File: config.mk
export PLATFORM = sky130hd
export DESIGN_NAME = spike_rate_decoder
export DESIGN_NICKNAME = d
export VERILOG_FILES = /design/src/rtl/spike_dec_pkg.sv /design/src/rtl/spike_rate_decoder_sat_counter.sv /design/src/rtl/spike_rate_decoder.sv
export SDC_FILE = /design/constraint.sdc
export NUM_CORES = 1
export LEC_CHECK = 0
export BUFFER_PORTS_ARGS = -buffer_cell sky130_fd_sc_hd__buf_2
export CORE_MARGIN = 2
export CORE_UTILIZATION = 35
export CTS_CLUSTER_DIAMETER = 80
export CTS_CLUSTER_SIZE = 10
export DETAILED_ROUTE_END_ITERATION = 6
export PLACE_DENSITY = 0.63
export SYNTH_ARGS = -nofsm -noshare
export SYNTH_HDL_FRONTEND = slang
export SYNTH_SLANG_ARGS = --single-unit
export TNS_END_PERCENT = 1
File: constraint.sdc
create_clock -name clk -period 3.16 [get_ports clk]
set_input_delay 0 -clock clk [delete_from_list [all_inputs] [get_ports clk]]
set_output_delay 0 -clock clk [all_outputs]
set_load 0.005 [all_outputs]
File: src/rtl/spike_dec_pkg.sv
// Shared types and constants for the spike rate decoder: FSM state encoding,
// default field width and the saturation ceiling for that width.
package spike_dec_pkg;

  localparam int CNT_W_DEF = 8;
  localparam logic [CNT_W_DEF-1:0] SAT_MAX = '1;

  typedef enum logic {
    IDLE = 1'b0,
    RUN  = 1'b1
  } state_t;

endpackage

File: src/rtl/spike_rate_decoder_sat_counter.sv
// Saturating up-counter: clear wins over increment; holds at MAX.
module sat_counter
  import spike_dec_pkg::*;
#(
  parameter int W = CNT_W_DEF,
  parameter logic [W-1:0] MAX = W'(SAT_MAX)
) (
  input  logic         clk,
  input  logic         rst_n,
  input  logic         clr,
  input  logic         inc,
  output logic [W-1:0] count
);

  always_ff @(posedge clk) begin
    if (!rst_n) begin
      count <= '0;
    end else if (clr) begin
      count <= '0;
    end else if (inc && (count != MAX)) begin
      count <= count + 1'b1;
    end
  end

endmodule

File: src/rtl/spike_rate_decoder.sv
// Counts spikes over back-to-back windows of win_len+1 cycles and reports the
// spike count plus the most recent inter-spike interval through a valid/ready port.
module spike_rate_decoder
  import spike_dec_pkg::*;
#(
  parameter int CNT_W = CNT_W_DEF
) (
  input  logic             clk,
  input  logic             rst_n,
  input  logic             en,
  input  logic             spike,
  input  logic [CNT_W-1:0] win_len,
  input  logic             out_ready,
  output logic             out_valid,
  output logic [CNT_W-1:0] rate,
  output logic [CNT_W-1:0] isi,
  output logic             overrun,
  output logic             busy
);

  localparam logic [CNT_W-1:0] CNT_MAX = '1;

  state_t           state, state_next;
  logic [CNT_W-1:0] win_q;
  logic [CNT_W-1:0] win_cnt, spk_cnt, isi_cnt;
  logic [CNT_W-1:0] isi_last;
  logic [CNT_W-1:0] rate_now, isi_sum, isi_now;
  logic             running, win_end, win_clr, isi_clr;

  // running: this cycle belongs to a live window (RUN and not being torn down)
  assign running = (state == RUN) && en;
  assign win_end = running && (win_cnt == win_q);
  assign win_clr = !running || win_end;
  assign isi_clr = !running || spike;

  assign rate_now = (spike && (spk_cnt != CNT_MAX)) ? spk_cnt + 1'b1 : spk_cnt;
  assign isi_sum  = (isi_cnt == CNT_MAX) ? CNT_MAX : isi_cnt + 1'b1;
  assign isi_now  = spike ? isi_sum : isi_last;

  assign busy = (state == RUN);

  sat_counter #(.W(CNT_W), .MAX(CNT_MAX)) u_win_cnt (
    .clk   (clk),
    .rst_n (rst_n),
    .clr   (win_clr),
    .inc   (running),
    .count (win_cnt)
  );

  sat_counter #(.W(CNT_W), .MAX(CNT_MAX)) u_spk_cnt (
    .clk   (clk),
    .rst_n (rst_n),
    .clr   (win_clr),
    .inc   (spike),
    .count (spk_cnt)
  );

  sat_counter #(.W(CNT_W), .MAX(CNT_MAX)) u_isi_cnt (
    .clk   (clk),
    .rst_n (rst_n),
    .clr   (isi_clr),
    .inc   (1'b1),
    .count (isi_cnt)
  );

  always_comb begin
    state_next = state;
    case (state)
      IDLE:    if (en)  state_next = RUN;
      RUN:     if (!en) state_next = IDLE;
      default: state_next = IDLE;
    endcase
  end

  // Output port: a result is transferred on a cycle where out_valid and
  // out_ready are both high; while out_valid is high rate/isi do not change
  // until after that transfer, and a result that finds the register still
  // occupied (valid && !ready) is dropped and recorded in sticky overrun.
  always_ff @(posedge clk) begin
    if (!rst_n) begin
      state     <= IDLE;
      win_q     <= '0;
      isi_last  <= '0;
      rate      <= '0;
      isi       <= '0;
      out_valid <= 1'b0;
      overrun   <= 1'b0;
    end else begin
      state <= state_next;
      if (((state == IDLE) && en) || win_end) begin
        win_q <= win_len;
      end
      if (running && spike) begin
        isi_last <= isi_sum;
      end
      if (win_end && (!out_valid || out_ready)) begin
        rate      <= rate_now;
        isi       <= isi_now;
        out_valid <= 1'b1;
      end else if (win_end) begin
        overrun <= 1'b1;
      end else if (out_ready) begin
        out_valid <= 1'b0;
      end
    end
  end

endmodule

* Word-level counts from Yosys, hierarchy flattened *
Index checks and enable logic that the tools add are counted.

word-level totals
  register bits after elaboration = 59
  latch bits = 0
  memory bits (writable) = 0
  memory bits (read-only) = 0
  input bits = 13
  output and inout port bits = 19
  word-level logic and storage cells = 47
  memories = 0

operators by class
  add/subtract/negate cells = 3
  multipliers = 0
  div/mod/pow operators = 0
  $lt $le $gt $ge = 0
  eq/ne operators = 6
  shift operators = 0
  mux-type cells = 7
  bitwise logic cells = 3
  reductions and logical operators = 18

operator list
  cell                                                   number
  adder 8 x 1 -> 8 bit, second input constant            3
  two-way mux 8 bit                                      3
  inequality test 8 bit, second input constant           3
  equality test 8 bit                                    1
  equality test 8 bit, second input constant             1
  logical AND 1 bit                                      7
  logical OR 1 bit                                       4
  two-way mux 1 bit                                      4
  AND reduction 2 bit                                    2
  OR reduction 2 bit                                     2
  inverter 1 bit                                         3
  zero test 1 bit                                        2
  inequality test 2 x 1 -> 1 bit, second input constant  1
  nonzero test 2 bit                                     1

* Longest topological paths before layout *
Gate-level depths: netlist of run 1.

  depth in word-level cells = 5
  mapped depth = 7
  depth with buffers taken out = 5

* Hierarchy *
From an unflattened synthesis of run 1, not the netlist that was laid out.

second synthesis, totals
  cell total of the unflattened synthesis = 354
  area total of the unflattened synthesis = 3,076.7 µm²

by module, submodules not included
  module              times used  cells each  area each (µm²)  seq. area each (µm²)
  spike_rate_decoder  1           216         1,811.7          700.7
  sat_counter         3           46          421.7            160.2

* Worst setup path after synthesis of run 1 *
Ideal clock, no wire load.

  path type = flip-flop to flip-flop
  start point = register u_spk_cnt.count[0]
  end point = register rate[1]
  library setup time = 0.143 ns
  data arrival time = 1.346 ns
  required time = 3.017 ns
  setup slack = 1.672 ns
  cell stages (with the launch flop) = 6
  buffers on the path = 0
  clock period less this slack = 1.488 ns
  cell sequence = dfxtp_1 ha_1 nand4_1 o21ai_0 mux2i_1 a311oi_1

between the ends
  longest elaborated chain between the ends = 3
  elaborated cells on any way between the ends = 4
  classes of those cells = 1 x add/sub; 1 x eq/ne; 1 x mux; 1 x reduce/logical

RTL lines
  item                                                                          RTL line                              source
  start: declaration                                                            spike_rate_decoder_sat_counter.sv:12  output logic [W-1:0] count
  start signal: assignment                                                      spike_rate_decoder_sat_counter.sv:21  count <= count + 1'b1;
  parallel branches: the longest is 2 deep, another holds adder 8 x 1 -> 8 bit  -
  two-way mux 8 bit (*)                                                         -
  end signal: assignment                                                        spike_rate_decoder.sv:97              rate <= rate_now;
  end: declaration                                                              spike_rate_decoder.sv:15              output logic [CNT_W-1:0] rate,

Every way passes the cells marked *.
A chain may end at the register's enable or synchronous reset.

* Final worst setup path of run 1 *
  start point = register u_win_cnt.count[7]
  end point = register u_spk_cnt.count[2]

between the ends
  longest elaborated chain between the ends = 4

RTL lines
  item                                 RTL line                              source
  start: declaration                   spike_rate_decoder_sat_counter.sv:12
  start signal: assignment             spike_rate_decoder_sat_counter.sv:21
  equality test 8 bit                  spike_rate_decoder.sv:32              assign win_end = running && (win_cnt == win_q);
  logical AND 1 bit                    spike_rate_decoder.sv:32
  logical OR 1 bit                     spike_rate_decoder.sv:33              assign win_clr = !running || win_end;
  OR reduction 2 bit (no source line)  -

Every way passes these cells.

==> impl_results.html, run 1 <==
<table>
<tr><th>Metric</th><th>Value</th></tr>
<tr><th colspan="2">GRT</th></tr>
<tr><td>Maximum number of pins on one net before global-route repair</td><td>43</td></tr>
<tr><td>Total routing resource utilization after global routing</td><td>0.156</td></tr>
<tr><td>Global-route wire length before repair</td><td>12,200 microns</td></tr>
<tr><td>Initial antenna violation count</td><td>0</td></tr>
<tr><td>Remaining Overflow, GRT</td><td>0</td></tr>
<tr><td>Vias in the first global route</td><td>2,529</td></tr>
<tr><th colspan="2">Placed design</th></tr>
<tr><td>Count of input and output buffers</td><td>31</td></tr>
<tr><td>DP Area</td><td>3210 sq um</td></tr>
<tr><td>Final HPWL DP</td><td>4870 microns</td></tr>
<tr><td>GPL Wtd Cong</td><td>0.847</td></tr>
<tr><th colspan="2">Floorplan</th></tr>
<tr><td>Boundary pin count</td><td>32</td></tr>
<tr><td>Number of cell rows</td><td>34</td></tr>
<tr><td>Area of the core</td><td>8590 sq um</td></tr>
<tr><td>Initial cell density of the core</td><td>0.355</td></tr>
<tr><td>Chip Height</td><td>97.3 microns</td></tr>
<tr><td>Die Area</td><td>9470 sq um</td></tr>
<tr><td>Die W</td><td>97.3 microns</td></tr>
<tr><th colspan="2">Flow run</th></tr>
<tr><td>Max-Cap Viols</td><td>0</td></tr>
<tr><th colspan="2">Layout</th></tr>
<tr><td>Area Overhead vs Synth</td><td>16.2%</td></tr>
<tr><td>Commonest non-fill, non-tap cell in the layout</td><td>sky130_fd_sc_hd__dfxtp_1</td></tr>
<tr><td>Antenna diodes</td><td>0</td></tr>
<tr><td>Finished Cell Area</td><td>3540 sq um</td></tr>
<tr><td>Commonest non-fill, non-tap cells in the layout</td><td>sky130_fd_sc_hd__dfxtp_1, sky130_fd_sc_hd__buf_2, sky130_fd_sc_hd__nand2_1, sky130_fd_sc_hd__nand3_1, sky130_fd_sc_hd__nor2_1</td></tr>
<tr><td>Nets@finish</td><td>393</td></tr>
<tr><td>Final-layout fill cell count</td><td>876</td></tr>
<tr><td>Proportion of layout cells with a drive suffix above 1</td><td>0.152</td></tr>
<tr><th colspan="2">Power and ir drop</th></tr>
<tr><td>Relative contribution of combinational cells to total power</td><td>0.104</td></tr>
<tr><td>Switching power of the nets</td><td>0.000452 W</td></tr>
<tr><td>Worst voltage drop across the vdd grid</td><td>176 uV</td></tr>
<tr><td>Power per cell area</td><td>500 nW/um^2</td></tr>
<tr><td>Internal cell power</td><td>0.00132 W</td></tr>
<tr><td>Share of total power in sequential cells</td><td>0.442</td></tr>
<tr><td>Leakage</td><td>1.28 nW</td></tr>
<tr><td>Clock network power share</td><td>0.455</td></tr>
<tr><td>Sw frac</td><td>0.256</td></tr>
<tr><th colspan="2">STA</th></tr>
<tr><td>Count of pins over their slew limit</td><td>0</td></tr>
<tr><td>Max Freq</td><td>488 MHz</td></tr>
<tr><td>Worst slew margin relative to its limit</td><td>0.506</td></tr>
<tr><td>Final period util</td><td>0.649</td></tr>
<tr><td>Worst Skew</td><td>8.57 ps</td></tr>
<tr><td>Post-route minimum period</td><td>2050 ps</td></tr>
<tr><td>RSZ-0062 raised after global routing</td><td>false</td></tr>
<tr><td>Hold violation count in the final report</td><td>0</td></tr>
<tr><td>Count of endpoints failing setup in the final report</td><td>0</td></tr>
<tr><td>Worst-margin pin slew</td><td>739 ps</td></tr>
<tr><td>Final total negative setup slack</td><td>0 ps</td></tr>
<tr><th colspan="2">Routing</th></tr>
<tr><td>Routed wirelength normalized by instance count</td><td>14.6 microns</td></tr>
<tr><td>Initial DRC Count</td><td>116</td></tr>
<tr><td>Wire length on met2</td><td>3280 microns</td></tr>
<tr><td>Highest signal layer in the routed design</td><td>met4</td></tr>
<tr><td>Met1 Wirelength</td><td>3450 microns</td></tr>
<tr><td>WL final</td><td>7140 microns</td></tr>
<tr><td>Vias</td><td>2,700</td></tr>
<tr><td>Drt pass-1 iters</td><td>5</td></tr>
<tr><td>Routed wl met3</td><td>243 microns</td></tr>
<tr><td>Remaining design rule violation count</td><td>0</td></tr>
<tr><td>Remaining number of nets flagged by the antenna check after routing</td><td>0</td></tr>
<tr><td>Number of vias per cell</td><td>5.51</td></tr>
<tr><th colspan="2">Setup path</th></tr>
<tr><td>Max stage delay on crit path</td><td>730 ps</td></tr>
<tr><td>Slowest cell on the critical path</td><td>sky130_fd_sc_hd__o211ai_2</td></tr>
<tr><td>Kind of end point of the critical path</td><td>flip-flop</td></tr>
<tr><td>Class of the most critical setup path</td><td>reg -&gt; reg</td></tr>
<tr><td>Depth of the worst register-to-register path</td><td>4</td></tr>
<tr><td>Critical path data arrival time</td><td>2250 ps</td></tr>
<tr><td>Worst path cell trace</td><td>xnor2_2 &gt; nand4_2 &gt; o211ai_2 &gt; nor3_1</td></tr>
<tr><td>Kind of launch point of the worst setup path</td><td>flip-flop</td></tr>
<tr><td>Required time at the endpoint of the critical path</td><td>3360 ps</td></tr>
<tr><td>Largest fanout on the critical path</td><td>17</td></tr>
<tr><td>Flop2flop setup slack</td><td>1110 ps</td></tr>
<tr><th colspan="2">Clocking</th></tr>
<tr><td>Worst-Skew Late Latency</td><td>340 ps</td></tr>
<tr><td>Worst-path clk slew</td><td>70 ps</td></tr>
<tr><td>Number of buffers between clock root and the deepest sink</td><td>2</td></tr>
<tr><td>CTS tree</td><td>yes</td></tr>
<tr><td>CTS sink count</td><td>59</td></tr>
<tr><td>Clock root cell</td><td>sky130_fd_sc_hd__clkbuf_8</td></tr>
<tr><td>Cts bufs inserted</td><td>9</td></tr>
<tr><td>H-tree depth</td><td>3</td></tr>
<tr><th colspan="2">Status</th></tr>
<tr><td>Result of the run</td><td>completed</td></tr>
<tr><th colspan="2">Synthesis</th></tr>
<tr><td>Post-synthesis sequential area ratio</td><td>0.388</td></tr>
<tr><td>Count of flip-flops with a built-in enable after synthesis</td><td>0</td></tr>
<tr><td>Ranking of synthesized cells by area</td><td>sky130_fd_sc_hd__dfxtp_1, sky130_fd_sc_hd__mux2i_1, sky130_fd_sc_hd__nand3_1</td></tr>
<tr><td>Area share of the largest cell type after synthesis</td><td>0.388</td></tr>
<tr><td>Top cell type by total area after synthesis</td><td>sky130_fd_sc_hd__dfxtp_1</td></tr>
<tr><td>Post-synthesis instance area</td><td>3050 sq um</td></tr>
<tr><td>Nets in the synthesized netlist</td><td>367</td></tr>
<tr><td>Count of warnings emitted by yosys</td><td>0</td></tr>
<tr><td>Flip-flop and latch count after synthesis</td><td>59</td></tr>
<tr><td>Synth Instances</td><td>351</td></tr>
<tr><td>Top FF cell, synth</td><td>sky130_fd_sc_hd__dfxtp_1</td></tr>
<tr><td>Post-Synthesis Mean Instance Area</td><td>8.68 sq um</td></tr>
<tr><td>FFs w/ async S/R, synth</td><td>0</td></tr>
<tr><td>Count of cell types in the netlist</td><td>51</td></tr>
<tr><th colspan="2">Worst hold path</th></tr>
<tr><td>Hold Crit Depth</td><td>3</td></tr>
<tr><td>Hold/Removal Path Class</td><td>in -&gt; reg</td></tr>
</table>
==> synthesized netlist by cell type (all sizes together), types with 2 or more instances <==
library cell and number:
nor3b 9, a21oi 13, nand3 29, nand2 28
a41oi 3, a41o 3, nand4 11, and4 5
clkbuf 12, o221ai 3, nand2b 2, a31oi 10
o21ai 11, inv 5, o2111ai 11, o211ai 6
a311oi 3, nor3 6, and2 3, nor2 29
buf 15, o31ai 5, a211oi 3, dfxtp 59
xnor2 12, nand3b 3, xor2 2, ha 3
and3 9, mux2i 17, or3 12
==> final cells by class <==
| class | instances | area [sq um] | share of cell area |
|---|---|---|---|
| inverter | 5 | 18.8 | 0.00530 |
| sequential | 59 | 1180 | 0.334 |
| clock inverter | 5 | 85.1 | 0.0240 |
| tap | 108 | 135 | 0.0382 |
| clock buffer | 11 | 151 | 0.0428 |
| timing repair buffer | 42 | 260 | 0.0735 |
| multi-input combinational | 260 | 1710 | 0.483 |
==> final timing paths <==
path,to,from
max reg2reg,u_spk_cnt.count[2]$_SDFF_PP0_,u_win_cnt.count[7]$_SDFFE_PP0P_
min reg2reg,rate[6]$_SDFFE_PN0P_,rate[6]$_SDFFE_PN0P_
max,u_spk_cnt.count[2]$_SDFF_PP0_,u_win_cnt.count[7]$_SDFFE_PP0P_
min,isi[7]$_SDFFE_PN0P_,spike
==> power by group through the flow <==
| stage | Clock, W | Combinational [W] | Sequential (W) |
|---|---|---|---|
| final | 0.000805 | 0.000183 | 0.000781 |
| after global routing | 0.000852 | 0.000201 | 0.000784 |
| after CTS | 0.000821 | 0.000183 | 0.000781 |
| after detailed placement | 0 | 0.000174 | 0.000799 |
| after global placement | 0 | 0.000171 | 0.000799 |
| after floorplan | 0 | 0.000149 | 0.000792 |
==> repair_timing <==
| action | CTS | global route |
|---|---|---|
| endpoints found under the hold margin | 9 | 0 |
| hold buffers | 9 | 0 |
| buffers inserted | 0 | 0 |
| gates resized for setup | 0 | 0 |
==> flip-flops by register name, summed over array words and instances, names as in the netlist <==
register and flops:
u_isi_cnt.count 8, busy 1, isi_last 8, overrun 1, win_q 8, isi 8, out_valid 1, rate 8
u_spk_cnt.count 8, u_win_cnt.count 8
==> cells by family (layout without fill, tap and decap cells) <==
group,after synthesis,count (layout),share of synthesized area
adders and majority gates,3,3,0.0123
muxes,17,17,0.0558
xor gates and xnor gates,14,14,0.0427
buffers and inverters,32,63,0.0517
DFF,59,59,0.388
AOI/OAI and AO/OA,76,76,0.177
and+or+nand+nor,150,150,0.273
==> per-layer routing <==
| layer | vias up | global-route usage |
|---|---|---|
| li1 | 1373 | - |
| met1 | 1265 | 0.206 |
| met2 | 49 | 0.246 |
| met3 | 13 | 0.0266 |
| met4 | 0 | 0.0769 |
| met5 | - | 0 |
==> worst max-delay path: cells and delay by family (launching register included) <==
kind	cells	cell delay (ps)
XOR/XNOR	1	170
AO/OA/AOI/OAI	1	730
AND/OR/NAND/NOR	2	500
flip-flops	1	510
==> through the flow <==
step,hold WS [ps],power (W),cells,setup WS [ps],utilization
finish,190,0.00177,490,1110,0.412
global placement,256,0.000970,465,1190,0.374
floorplan,154,0.000941,351,1670,-
CTS,180,0.00179,490,1110,0.412
global route,238,0.00184,490,903,0.412
detailed placement,264,0.000973,465,1130,0.374
Note: power is estimated with default switching activity, not from simulation.
==> inputs of run 2 (changes only) <==
Clock period 3.16 ns to 2.05 ns, I/O delays scaled along.
==> run 2 against run 1 <==
  * Combinational power grew 75%
  * Global-route usage is essentially flat
  * Power grew 50%
  * Core utilization grew 0.23 points
  * Cell count grew 1.0%
  * Clock skew grew 0.63 ps
  * Sequential power grew 54%
  * First-iteration DRC count grew 5.2%
  * Sequential share of layout area shrank 0.19 points
  * Largest cell class unchanged
==> impl_results.html, run 2 (synthesis gave the netlist of run 1 again) <==
<table>
<tr><th>Metric</th><th>Value</th></tr>
<tr><th colspan="2">Power and ir drop</th></tr>
<tr><td>Sw frac</td><td>0.255</td></tr>
<tr><td>Total power</td><td>0.00266 W</td></tr>
<tr><td>Relative contribution of combinational cells to total power</td><td>0.120</td></tr>
<tr><td>Leakage</td><td>1.30 nW</td></tr>
<tr><td>Worst voltage drop across the vdd grid</td><td>291 uV</td></tr>
<tr><td>Share of total power in sequential cells</td><td>0.452</td></tr>
<tr><td>Power per cell area</td><td>747 nW/um^2</td></tr>
<tr><td>Clock network power share</td><td>0.428</td></tr>
<tr><td>Internal cell power</td><td>0.00198 W</td></tr>
<tr><td>Switching power of the nets</td><td>0.000679 W</td></tr>
<tr><th colspan="2">STA</th></tr>
<tr><td>RSZ-0062 raised after global routing</td><td>false</td></tr>
<tr><td>Worst-margin pin slew</td><td>596 ps</td></tr>
<tr><td>Worst hold margin</td><td>56.4 ps</td></tr>
<tr><td>Count of endpoints failing setup in the final report</td><td>0</td></tr>
<tr><td>Max Freq</td><td>584 MHz</td></tr>
<tr><td>Final total negative setup slack</td><td>0 ps</td></tr>
<tr><td>Hold violation count in the final report</td><td>0</td></tr>
<tr><td>Worst slew margin relative to its limit</td><td>0.601</td></tr>
<tr><td>Post-route minimum period</td><td>1710 ps</td></tr>
<tr><td>Worst setup margin</td><td>337 ps</td></tr>
<tr><td>Final period util</td><td>0.836</td></tr>
<tr><td>Worst Skew</td><td>9.20 ps</td></tr>
<tr><td>Count of pins over their slew limit</td><td>0</td></tr>
<tr><th colspan="2">Setup path</th></tr>
<tr><td>Reg2reg start</td><td>u_win_cnt.count[7]$_SDFFE_PP0P_</td></tr>
<tr><td>R2R Path End</td><td>isi[6]$_SDFFE_PN0P_</td></tr>
<tr><td>Class of the most critical setup path</td><td>reg -&gt; reg</td></tr>
<tr><td>Required time at the endpoint of the critical path</td><td>2320 ps</td></tr>
<tr><td>Flop2flop setup slack</td><td>340 ps</td></tr>
<tr><td>Slowest cell on the critical path</td><td>sky130_fd_sc_hd__dfxtp_1</td></tr>
<tr><td>Critical path data arrival time</td><td>1980 ps</td></tr>
<tr><td>Depth of the worst register-to-register path</td><td>4</td></tr>
<tr><td>Largest fanout on the critical path</td><td>9</td></tr>
<tr><td>Max stage delay on crit path</td><td>520 ps</td></tr>
<tr><td>Kind of end point of the critical path</td><td>flip-flop</td></tr>
<tr><td>Kind of launch point of the worst setup path</td><td>flip-flop</td></tr>
<tr><td>Worst path cell trace</td><td>xnor2_2 &gt; and2_1 &gt; and4_4 &gt; mux2i_1</td></tr>
<tr><th colspan="2">Floorplan</th></tr>
<tr><td>Die Area</td><td>9470 sq um</td></tr>
<tr><td>Boundary pin count</td><td>32</td></tr>
<tr><td>Area of the core</td><td>8590 sq um</td></tr>
<tr><td>Die W</td><td>97.3 microns</td></tr>
<tr><td>Initial cell density of the core</td><td>0.355</td></tr>
<tr><td>Chip Height</td><td>97.3 microns</td></tr>
<tr><td>Number of cell rows</td><td>34</td></tr>
<tr><th colspan="2">GRT</th></tr>
<tr><td>Global-route wire length before repair</td><td>12,300 microns</td></tr>
<tr><td>Total routing resource utilization after global routing</td><td>0.156</td></tr>
<tr><td>Initial antenna violation count</td><td>0</td></tr>
<tr><td>Remaining Overflow, GRT</td><td>0</td></tr>
<tr><td>Maximum number of pins on one net before global-route repair</td><td>32</td></tr>
<tr><td>Vias in the first global route</td><td>2,562</td></tr>
<tr><th colspan="2">Placed design</th></tr>
<tr><td>Count of input and output buffers</td><td>31</td></tr>
<tr><td>Final HPWL DP</td><td>4900 microns</td></tr>
<tr><td>GPL Wtd Cong</td><td>0.844</td></tr>
<tr><td>Dpl ws</td><td>342 ps</td></tr>
<tr><th colspan="2">Clocking</th></tr>
<tr><td>Resized Gates After CTS</td><td>0</td></tr>
<tr><td>H-tree depth</td><td>3</td></tr>
<tr><td>Number of buffers between clock root and the deepest sink</td><td>2</td></tr>
<tr><td>Cts bufs inserted</td><td>9</td></tr>
<tr><td>Worst-Skew Late Latency</td><td>340 ps</td></tr>
<tr><td>Clock root cell</td><td>sky130_fd_sc_hd__clkbuf_8</td></tr>
<tr><td>CTS sink count</td><td>59</td></tr>
<tr><td>Worst-path clk slew</td><td>70 ps</td></tr>
<tr><td>Post-CTS setup buffer count</td><td>0</td></tr>
<tr><td>CTS tree</td><td>yes</td></tr>
<tr><th colspan="2">Routing</th></tr>
<tr><td>Remaining number of nets flagged by the antenna check after routing</td><td>0</td></tr>
<tr><td>Initial DRC Count</td><td>122</td></tr>
<tr><td>Remaining design rule violation count</td><td>0</td></tr>
<tr><td>Drt pass-1 iters</td><td>4</td></tr>
<tr><td>Number of vias per cell</td><td>5.44</td></tr>
<tr><td>WL final</td><td>7140 microns</td></tr>
<tr><td>Vias</td><td>2,692</td></tr>
<tr><td>Routed wirelength normalized by instance count</td><td>14.4 microns</td></tr>
<tr><th colspan="2">Layout</th></tr>
<tr><td>Commonest non-fill, non-tap cell in the layout</td><td>sky130_fd_sc_hd__dfxtp_1</td></tr>
<tr><td>Nets@finish</td><td>398</td></tr>
<tr><td>Area Overhead vs Synth</td><td>16.8%</td></tr>
<tr><td>Proportion of layout cells with a drive suffix above 1</td><td>0.160</td></tr>
<tr><td>Commonest non-fill, non-tap cells in the layout</td><td>sky130_fd_sc_hd__dfxtp_1, sky130_fd_sc_hd__buf_2, sky130_fd_sc_hd__nand2_1, sky130_fd_sc_hd__nand3_1, sky130_fd_sc_hd__nor2_1</td></tr>
<tr><td>Antenna diodes</td><td>0</td></tr>
<tr><th colspan="2">Status</th></tr>
<tr><td>Result of the run</td><td>completed</td></tr>
<tr><th colspan="2">Worst hold path</th></tr>
<tr><td>Hold/Removal Path Class</td><td>in -&gt; reg</td></tr>
<tr><td>Hold Crit Depth</td><td>3</td></tr>
<tr><td>Worst-case hold path end point</td><td>win_q[2]$_SDFFE_PN0P_</td></tr>
<tr><td>Launch point of the worst hold path</td><td>rst_n</td></tr>
<tr><th colspan="2">Flow run</th></tr>
<tr><td>Max-Cap Viols</td><td>0</td></tr>
</table>
run 2: changes by cell type in the layout (fill, tap and decap cells not counted):
cell | previous run | this run
sky130_fd_sc_hd__buf_12 | 0 | 1
sky130_fd_sc_hd__clkinv_2 | 0 | 2
sky130_fd_sc_hd__buf_4 | 2 | 7
sky130_fd_sc_hd__dlygate4sd3_1 | 9 | 8
sky130_fd_sc_hd__clkinv_4 | 2 | 0
sky130_fd_sc_hd__clkbuf_8 | 11 | 9
sky130_fd_sc_hd__clkbuf_1 | 0 | 2
run 2: how the worst max path moves through the flow:
stage	from	endpoint	depth (start not counted)
2_1_floorplan	u_spk_cnt.count[0]$_SDFF_PP0_	rate[1]$_SDFFE_PN0P_	5
5_1_grt	u_isi_cnt.count[4]$_SDFFE_PP0N_	isi[1]$_SDFFE_PN0P_	4
4_1_cts	u_win_cnt.count[7]$_SDFFE_PP0P_	isi[6]$_SDFFE_PN0P_	4
6_report	u_win_cnt.count[7]$_SDFFE_PP0P_	isi[6]$_SDFFE_PN0P_	4
3_5_place_dp	u_win_cnt.count[7]$_SDFFE_PP0P_	isi[6]$_SDFFE_PN0P_	4
3_3_place_gp	u_spk_cnt.count[0]$_SDFF_PP0_	rate[1]$_SDFFE_PN0P_	5
run 2: repair_timing:
action                                 CTS  global route
endpoints found under the hold margin    8             0
setup endpoints to repair                0             0
hold buffers                             8             0
run 2: power by group through the flow:
| stage | sequential [W] | clock, W | combinational (W) |
|---|---|---|---|
| 3_3_place_gp | 0.00123 | 0 | 0.000296 |
| 5_1_grt | 0.00121 | 0.00121 | 0.000349 |
| 2_1_floorplan | 0.00122 | 0 | 0.000230 |
| 4_1_cts | 0.00120 | 0.00116 | 0.000319 |
| 3_5_place_dp | 0.00123 | 0 | 0.000306 |
| 6_report | 0.00120 | 0.00114 | 0.000320 |
run 2: worst max-delay path, delay by kind of cell, from the launching register on:
family	cells	cell delay, ps
muxes	1	190
xor gates and xnor gates	1	170
DFF	1	520
and+or+nand+nor	2	770
run 2: metrics by stage:
step	area, sq um	util	cells
2_1_floorplan	3050	-	351
3_3_place_gp	3270	0.381	471
3_5_place_dp	3270	0.381	471
4_1_cts	3560	0.414	495
5_1_grt	3560	0.414	495
6_report	3560	0.414	495
run 2: metal layers:
metal	part of all wire	up-vias	track usage	wire [microns]
met5	0	-	0	0
met4	0.026	0	0.0801	188
met3	0.024	17	0.0230	171
met2	0.46	53	0.247	3280
met1	0.49	1235	0.207	3500
li1	-	1387	-	-
run 2: layout make-up:
cell class	count	area, sq um
fillers	869	5030
multi-input cells	260	1710
flip-flops and latches	59	1180
repair buffers	47	308
well taps	108	135
clock buffers	11	131
clock inverters	5	77.6
inverters	5	18.8
